<file path="src/rtl/prbs_burst_sched.sv">
// prbs_burst_sched: two-requester round-robin burst scheduler for one shared PRBS LFSR.
// Each granted burst steps the LFSR once per word; words return through a 2-entry
// fall-through buffer tagged with requester id and last flag.
// Optional build macro PRBS_BURST_STATS_EN adds saturating per-requester word counters.
module prbs_burst_sched #(
    parameter int unsigned WIDTH = 48,
    parameter int unsigned LEN_W = 16
) (
    input  logic               clk,
    input  logic               rst,
    input  logic [1:0]         req_valid,
    input  logic [2*LEN_W-1:0] req_len,
    output logic [1:0]         req_ready,
    output logic               lfsr_en,
    input  logic [WIDTH-1:0]   lfsr_data,
    output logic               out_valid,
    input  logic               out_ready,
    output logic [WIDTH-1:0]   out_data,
    output logic               out_id,
    output logic               out_last,
    output logic [1:0]         burst_done
`ifdef PRBS_BURST_STATS_EN
    ,
    output logic [31:0]        stat_words0,
    output logic [31:0]        stat_words1
`endif
);

    typedef enum logic [1:0] {S_IDLE, S_RUN, S_DRAIN} state_t;

    state_t                 r_state, w_state_nxt;
    logic [LEN_W-1:0]       r_rem;
    logic                   r_id;
    logic                   r_last_grant;
    logic [1:0]             r_zero_done;
    logic                   r_inflight;
    logic                   r_if_last;
    logic [1:0]             r_occ;
    logic [1:0][WIDTH-1:0]  r_buf_data;
    logic [1:0]             r_buf_id;
    logic [1:0]             r_buf_last;
    logic [WIDTH-1:0]       r_hold_data;
    logic                   r_hold_id;
    logic                   r_hold_last;

    logic                   w_grant_any;
    logic                   w_grant;
    logic [LEN_W-1:0]       w_glen;
    logic [1:0]             w_slots;
    logic                   w_pop;
    logic                   w_pop_buf;
    logic                   w_push;
    logic                   w_last_en;
    logic                   w_drain_done;
    logic [WIDTH-1:0]       w_head_data;
    logic                   w_head_id;
    logic                   w_head_last;

    // Arbitration: with both requesting, the one not granted last time wins.
    assign w_grant_any = |req_valid;
    assign w_grant     = (&req_valid) ? ~r_last_grant : req_valid[1];
    assign w_glen      = w_grant ? req_len[LEN_W +: LEN_W] : req_len[0 +: LEN_W];

    // Occupancy counts the in-flight word so the enable rule can never overflow the buffer.
    assign w_slots   = r_occ + {1'b0, r_inflight};
    assign out_valid = (r_occ != 2'd0) || r_inflight;
    assign w_pop     = out_valid && out_ready;
    assign w_pop_buf = w_pop && (r_occ != 2'd0);
    // An in-flight word popped straight off lfsr_data with an empty buffer is never stored.
    assign w_push    = r_inflight && !(w_pop && (r_occ == 2'd0));
    assign w_last_en = lfsr_en && (r_rem == LEN_W'(1));

    // Buffer head, falling through to the live LFSR word when the buffer is empty.
    assign w_head_data = (r_occ != 2'd0) ? r_buf_data[0] : lfsr_data;
    assign w_head_id   = (r_occ != 2'd0) ? r_buf_id[0]   : r_id;
    assign w_head_last = (r_occ != 2'd0) ? r_buf_last[0] : r_if_last;

    // Outputs hold their last presented value while nothing is valid.
    assign out_data = out_valid ? w_head_data : r_hold_data;
    assign out_id   = out_valid ? w_head_id   : r_hold_id;
    assign out_last = out_valid ? w_head_last : r_hold_last;

    assign burst_done = r_zero_done | ({2{w_drain_done}} & (r_id ? 2'b10 : 2'b01));

    // Next-state, grant pulse, LFSR enable and drain completion.
    always_comb begin
        w_state_nxt  = r_state;
        req_ready    = '0;
        lfsr_en      = 1'b0;
        w_drain_done = 1'b0;
        case (r_state)
            S_IDLE: begin
                if (w_grant_any) begin
                    req_ready[w_grant] = 1'b1;
                    if (w_glen != '0) w_state_nxt = S_RUN;
                end
            end
            S_RUN: begin
                lfsr_en = (r_rem != '0) && (w_slots < 2'd2);
                if ((r_rem == '0) || w_last_en) w_state_nxt = S_DRAIN;
            end
            S_DRAIN: begin
                if ((w_slots == 2'd0) || ((w_slots == 2'd1) && w_pop)) begin
                    w_drain_done = 1'b1;
                    w_state_nxt  = S_IDLE;
                end
            end
            default: w_state_nxt = S_IDLE;
        endcase
    end

    // FSM state, burst bookkeeping and zero-length completion pulse.
    always_ff @(posedge clk) begin
        if (rst) begin
            r_state      <= S_IDLE;
            r_rem        <= '0;
            r_id         <= 1'b0;
            r_last_grant <= 1'b1;
            r_zero_done  <= '0;
        end else begin
            r_state     <= w_state_nxt;
            r_zero_done <= '0;
            if ((r_state == S_IDLE) && w_grant_any) begin
                r_id         <= w_grant;
                r_last_grant <= w_grant;
                r_rem        <= w_glen;
                if (w_glen == '0) r_zero_done <= w_grant ? 2'b10 : 2'b01;
            end else if (lfsr_en) begin
                r_rem <= r_rem - LEN_W'(1);
            end
        end
    end

    // In-flight tracking, 2-entry buffer and output hold registers.
    always_ff @(posedge clk) begin
        if (rst) begin
            r_inflight  <= 1'b0;
            r_if_last   <= 1'b0;
            r_occ       <= '0;
            r_buf_data  <= '0;
            r_buf_id    <= '0;
            r_buf_last  <= '0;
            r_hold_data <= '0;
            r_hold_id   <= 1'b0;
            r_hold_last <= 1'b0;
        end else begin
            r_inflight <= lfsr_en;
            r_if_last  <= w_last_en;
            if (w_pop_buf) begin
                r_buf_data[0] <= r_buf_data[1];
                r_buf_id[0]   <= r_buf_id[1];
                r_buf_last[0] <= r_buf_last[1];
                if (w_push) begin
                    if (r_occ == 2'd1) begin
                        r_buf_data[0] <= lfsr_data;
                        r_buf_id[0]   <= r_id;
                        r_buf_last[0] <= r_if_last;
                    end else begin
                        r_buf_data[1] <= lfsr_data;
                        r_buf_id[1]   <= r_id;
                        r_buf_last[1] <= r_if_last;
                    end
                end else begin
                    r_occ <= r_occ - 2'd1;
                end
            end else if (w_push) begin
                if (r_occ == 2'd0) begin
                    r_buf_data[0] <= lfsr_data;
                    r_buf_id[0]   <= r_id;
                    r_buf_last[0] <= r_if_last;
                end else begin
                    r_buf_data[1] <= lfsr_data;
                    r_buf_id[1]   <= r_id;
                    r_buf_last[1] <= r_if_last;
                end
                r_occ <= r_occ + 2'd1;
            end
            if (out_valid) begin
                r_hold_data <= w_head_data;
                r_hold_id   <= w_head_id;
                r_hold_last <= w_head_last;
            end
        end
    end

`ifdef PRBS_BURST_STATS_EN
    // Saturating count of words popped per requester.
    always_ff @(posedge clk) begin
        if (rst) begin
            stat_words0 <= '0;
            stat_words1 <= '0;
        end else if (w_pop) begin
            if (out_id) begin
                if (stat_words1 != '1) stat_words1 <= stat_words1 + 32'd1;
            end else begin
                if (stat_words0 != '1) stat_words0 <= stat_words0 + 32'd1;
            end
        end
    end
`endif

endmodule
</file>
<file path="config.mk">
export PLATFORM = sky130hd
export DESIGN_NAME = prbs_burst_sched
export DESIGN_NICKNAME = d
export VERILOG_FILES = /design/src/rtl/prbs_burst_sched.sv
export SDC_FILE = /design/constraint.sdc
export NUM_CORES = 1
export LEC_CHECK = 0
export CORE_MARGIN = 4
export CORE_UTILIZATION = 57
export CTS_CLUSTER_SIZE = 8
export DETAILED_ROUTE_END_ITERATION = 12
export DONT_BUFFER_PORTS = 1
export PLACE_DENSITY = 0.83
export SLEW_MARGIN = 0
export SYNTH_ARGS = -nofsm -noshare
export SYNTH_HDL_FRONTEND = slang
export SYNTH_SLANG_ARGS = --single-unit
</file>
<file path="constraint.sdc">
create_clock -name clk -period 1.7 [get_ports clk]
set_clock_uncertainty 0.1 [all_clocks]
set_input_delay 0.17 -clock clk [delete_from_list [all_inputs] [get_ports clk]]
set_output_delay 0.17 -clock clk [all_outputs]
set_load 0.1 [all_outputs]
</file>
==> results_dict.tcl, run 1 <==
set metrics [dict create \
    portBuffers 0 \
    ys_seq_elements 176 \
    synthesis.nets 1020 \
    yosys_warnings 0 \
    cts_buffers 17 \
    synth_area_um2 7970 \
    syn_inst 929 \
    synth_top_area_share_pct 44.2 \
    dp_hpwl_um 14000 \
    clock_path_buffers 2 \
    stop_stage "global routing" \
    io_pins 141 \
    synth.distinct_cells 57 \
    yosysMostFrequentCell "dfxtp_1" \
    status "aborted with a tool error" \
    clock-root-buffer "clkbuf_16" \
    first-error "[ERROR DPL-0038] Utilization greater than 100%, impossible to legalize" \
    clock-sinks 176 \
    endpoint_type "output port" \
    crit_endpoint "out_id" \
    synthArstFlopShare_pct 0 \
    grt_max_degree 179 \
    synth.yosys.seq_area_share_pct 44.2 \
    initial_core_util_pct 59.3 \
    htreeDepth 4 \
    syn_avg_cell_area_um2 8.58 \
    rows 42 \
    die_w_um 126 \
    synth-main-ff-cell "dfxtp_1" \
    synth_area_leaders "dfxtp_1 (44%), mux2i_1 (14%), a21oi_1 (6.9%), nor2_1 (5.7%), a211oi_1 (5.4%)" \
    fp.dieH_um 126 \
    synth_top_area_cell "dfxtp_1" \
    place_congestion 0.878 \
    synth_edf_count 0 \
    synth.top_cells.by_count "dfxtp_1 (176), nor2_1 (121), nand2_1 (113)" \
    pre_cts_slack_ns -0.244 \
]
cells by family after synthesis:
group	synth area share (%)
DFF	44.2
muxes	14.5
xor gates and xnor gates	0.659
adders and majority gates	0.942
AOI/OAI and AO/OA	15.5
buffers and inverters	3.99
and+or+nand+nor	20.2
repair_timing:
| item | in CTS |
|---|---|
| gates cloned | 17 |
| hold buffers | 9 |
| setup endpoints to repair | 176 |
| gates resized for setup | 187 |
| endpoints found under the hold margin | 176 |
| setup buffers | 29 |
| pin swaps | 30 |
metrics by stage:
| step | TNS [ns] | utilization (%) | instance area [um^2] | hold slack [ns] | std cells |
|---|---|---|---|---|---|
| after CTS | -37.30 | 92.4 | 12400 | -0.299 | 1236 |
| after detailed placement | -17.95 | 76.1 | 10200 | 0.155 | 1149 |
| after global placement | -9.76 | 76.1 | 10200 | 0.152 | 1149 |
| after floorplan | -24.59 | - | 8680 | 0.206 | 929 |
==> run 2, diff against run 1 <==
- CORE_UTILIZATION: 57 -> 40
- CTS_CLUSTER_SIZE: 8 -> not set
- PLACE_DENSITY: 0.83 -> not set
- PLACE_DENSITY_LB_ADDON: not set -> 0.15
- clock period: 1.7 -> 2.2 ns (I/O delays scaled with it)
==> run 2 against run 1 <==
Effect of this change:
- the flow now finishes, with violations (negative hold slack, negative setup slack)
- synthesized cell count did not move
- area after synthesis stayed put
==> results_dict.tcl, run 2 <==
set metrics [dict create \
    worst-path-buf-inv 1 \
    synth_edf_count 0 \
    synth.top_cells.by_count "dfxtp_1 (176), nor2_1 (121), nand2_1 (113)" \
    via_per_inst 5.17 \
    firstDrtPassIters 4 \
    required_ns 1.88 \
    synthArstFlopShare_pct 0 \
    crit_family "flip-flops" \
    layout_common_cells "dfxtp_1 (173), nor2_1 (116), mux2i_1 (112), nand2_1 (112), dlygate4sd3_1 (67)" \
    holdWs_ns -0.240 \
    largestRegisters "r_buf_data x96, r_hold_data x48, r_rem x16" \
    min_path_type "primary input to flip-flop" \
    tightestPinTransition_ns 0.529 \
    yosys_warnings 0 \
    initial_core_util_pct 40.8 \
    cts_tree "built" \
    end_kind "primary output" \
    synth_top_area_share_pct 44.2 \
    start_kind "flip-flop" \
    final_cells 1303 \
    status "complete, but fails checks" \
    grt_max_degree 179 \
    portBuffers 0 \
    synth.yosys.seq_area_share_pct 44.2 \
    tns_ns -0.0175 \
    crit_chain "ha_2, xor2_4, a21o_1, nand2b_4, o21bai_4, buf_12" \
    htreeDepth 4 \
    final_common_cell "dfxtp_1" \
    first_iter_violations 340 \
    finalHoldViolations 140 \
    via_count 6730 \
    cp_slowest_cell "dfxtp_4" \
    fp.dieH_um 149 \
    drtAntennaViolNets 0 \
    antenna_cells 0 \
    path_max_fanout 6 \
    postPlaceCellArea_um2 9620 \
    place_congestion 0.806 \
    dp_hpwl_um 11800 \
    clock-sinks 176 \
    max_freq_mhz 453 \
    path_class "flip-flop to primary output" \
    final_cell_area_um2 11300 \
    clock-root-buffer "clkbuf_16" \
    fin_nets 1117 \
    rows 51 \
    synth_area_leaders "dfxtp_1 (44%), mux2i_1 (14%), a21oi_1 (6.9%), nor2_1 (5.7%), a211oi_1 (5.4%)" \
    yosysMostFrequentCell "dfxtp_1" \
    top_register "r_buf_data" \
    drive_above_1_share_pct 20.0 \
    nFillCells 1761 \
    failed_checks "negative hold slack, negative setup slack" \
    layout_setup_ws_ns -0.00891 \
    overflow 0 \
    drv_slew 0 \
    synth-main-ff-cell "dfxtp_1" \
    fin_crit_ns 2.21 \
    cts_buffers 17 \
    synthesis.nets 1020 \
    grt_pass1_wl_um 33600 \
    arrival_ns 1.89 \
    drv_cap 0 \
    setup_violations 2 \
    syn_inst 929 \
    die_area_um2 22300 \
    syn_avg_cell_area_um2 8.58 \
    synth.distinct_cells 57 \
    dp.cells 1197 \
    clock_path_buffers 2 \
    clkSlewWorstSetupHoldPaths_ns 0.07 \
    period_share_pct 100 \
    routed_wl_um 20900 \
    drcViolationCount 0 \
    area_growth_pct 41.2 \
    maxSlewHeadroom_pct 64.4 \
    io_pins 141 \
    synth_top_area_cell "dfxtp_1" \
    final_util_pct 57.7 \
    synth_area_um2 7970 \
    core_um2 19500 \
    clk_latency_ns 0.42 \
    antenna_found_initial 0 \
    die_w_um 149 \
    critPathMaxStageDelay_ns 0.38 \
    ys_seq_elements 176 \
    grt_pass1_vias 6547 \
    routedWlPerCell_um 16.0 \
    rsz0062_at_grt "yes" \
    largest_register_ff_count 96 \
    grt_usage_pct 18.6 \
]
==> run 2: final cells by class <==
class	count	area (um^2)	area share, %
multi-input cells	676	4730	42.0
flip-flops and latches	176	3530	31.4
repair buffers	145	2040	18.1
clock buffers	18	439	3.90
well taps	265	332	2.95
clock inverters	13	151	1.34
inverters	10	40.0	0.356
==> run 2: metal layers <==
| layer | GRT usage, % | vias to the layer above | part of all wire [%] | wire [um] |
|---|---|---|---|---|
| li1 | - | 3426 | - | - |
| met1 | 24.6 | 3171 | 46 | 9500 |
| met2 | 31.1 | 117 | 49 | 10200 |
| met3 | 3.49 | 16 | 4.3 | 896 |
| met4 | 5.40 | 0 | 1.1 | 237 |
| met5 | 0 | - | 0 | 0 |
==> run 2: cells by family (layout without fill, tap and decap cells) <==
kind of cell,count (synthesis),after routing,synth area share (%)
simple gates,346,346,20.2
mux,115,115,14.5
buf+inv,78,186,3.99
compound gates,202,203,15.5
fa+ha+maj,6,6,0.942
flops,176,176,44.2
xor+xnor,6,6,0.659
==> run 2: final timing paths <==
check	startpoint	to	slack, ns	depth (start not counted)
max	r_inflight	burst_done[0]	-0.009	6
min	rst	r_hold_data[43]	-0.24	1
max reg2reg	r_inflight	r_hold_data[4]	0.03	5
min reg2reg	r_buf_data[49]	r_buf_data[49]	0.35	2
==> run 2: worst register-to-register path: cells and delay by family, from the launching register on <==
| kind | cells | cell delay, ns |
|---|---|---|
| flops | 1 | 0.41 |
| simple gates | 1 | 0.15 |
| mux | 1 | 0.38 |
| compound gates | 1 | 0.12 |
| buf+inv | 2 | 0.91 |
==> run 2: timing repair <==
item | CTS | global route
setup buffers | 5 | 1
resized for setup | 28 | 33
pin swaps | 4 | 1
endpoints found under the setup margin | 46 | 118
gates cloned | 1 | 1
endpoints found under the hold margin | 176 | 140
hold buffers | 47 | 22
==> run 2: per-stage QoR <==
| stage | hold WS [ns] | setup slack [ns] |
|---|---|---|
| global placement | 0.205 | 0.0544 |
| finish | -0.240 | -0.00891 |
| global route | -0.254 | -0.0787 |
| floorplan | 0.256 | -0.275 |
| CTS | -0.258 | -0.00614 |
| detailed placement | 0.204 | 0.0272 |
Power of run 2 is left out: the tool's default activity adds up to more than one toggle a clock period on the data nets, which glitch-free logic cannot reach.
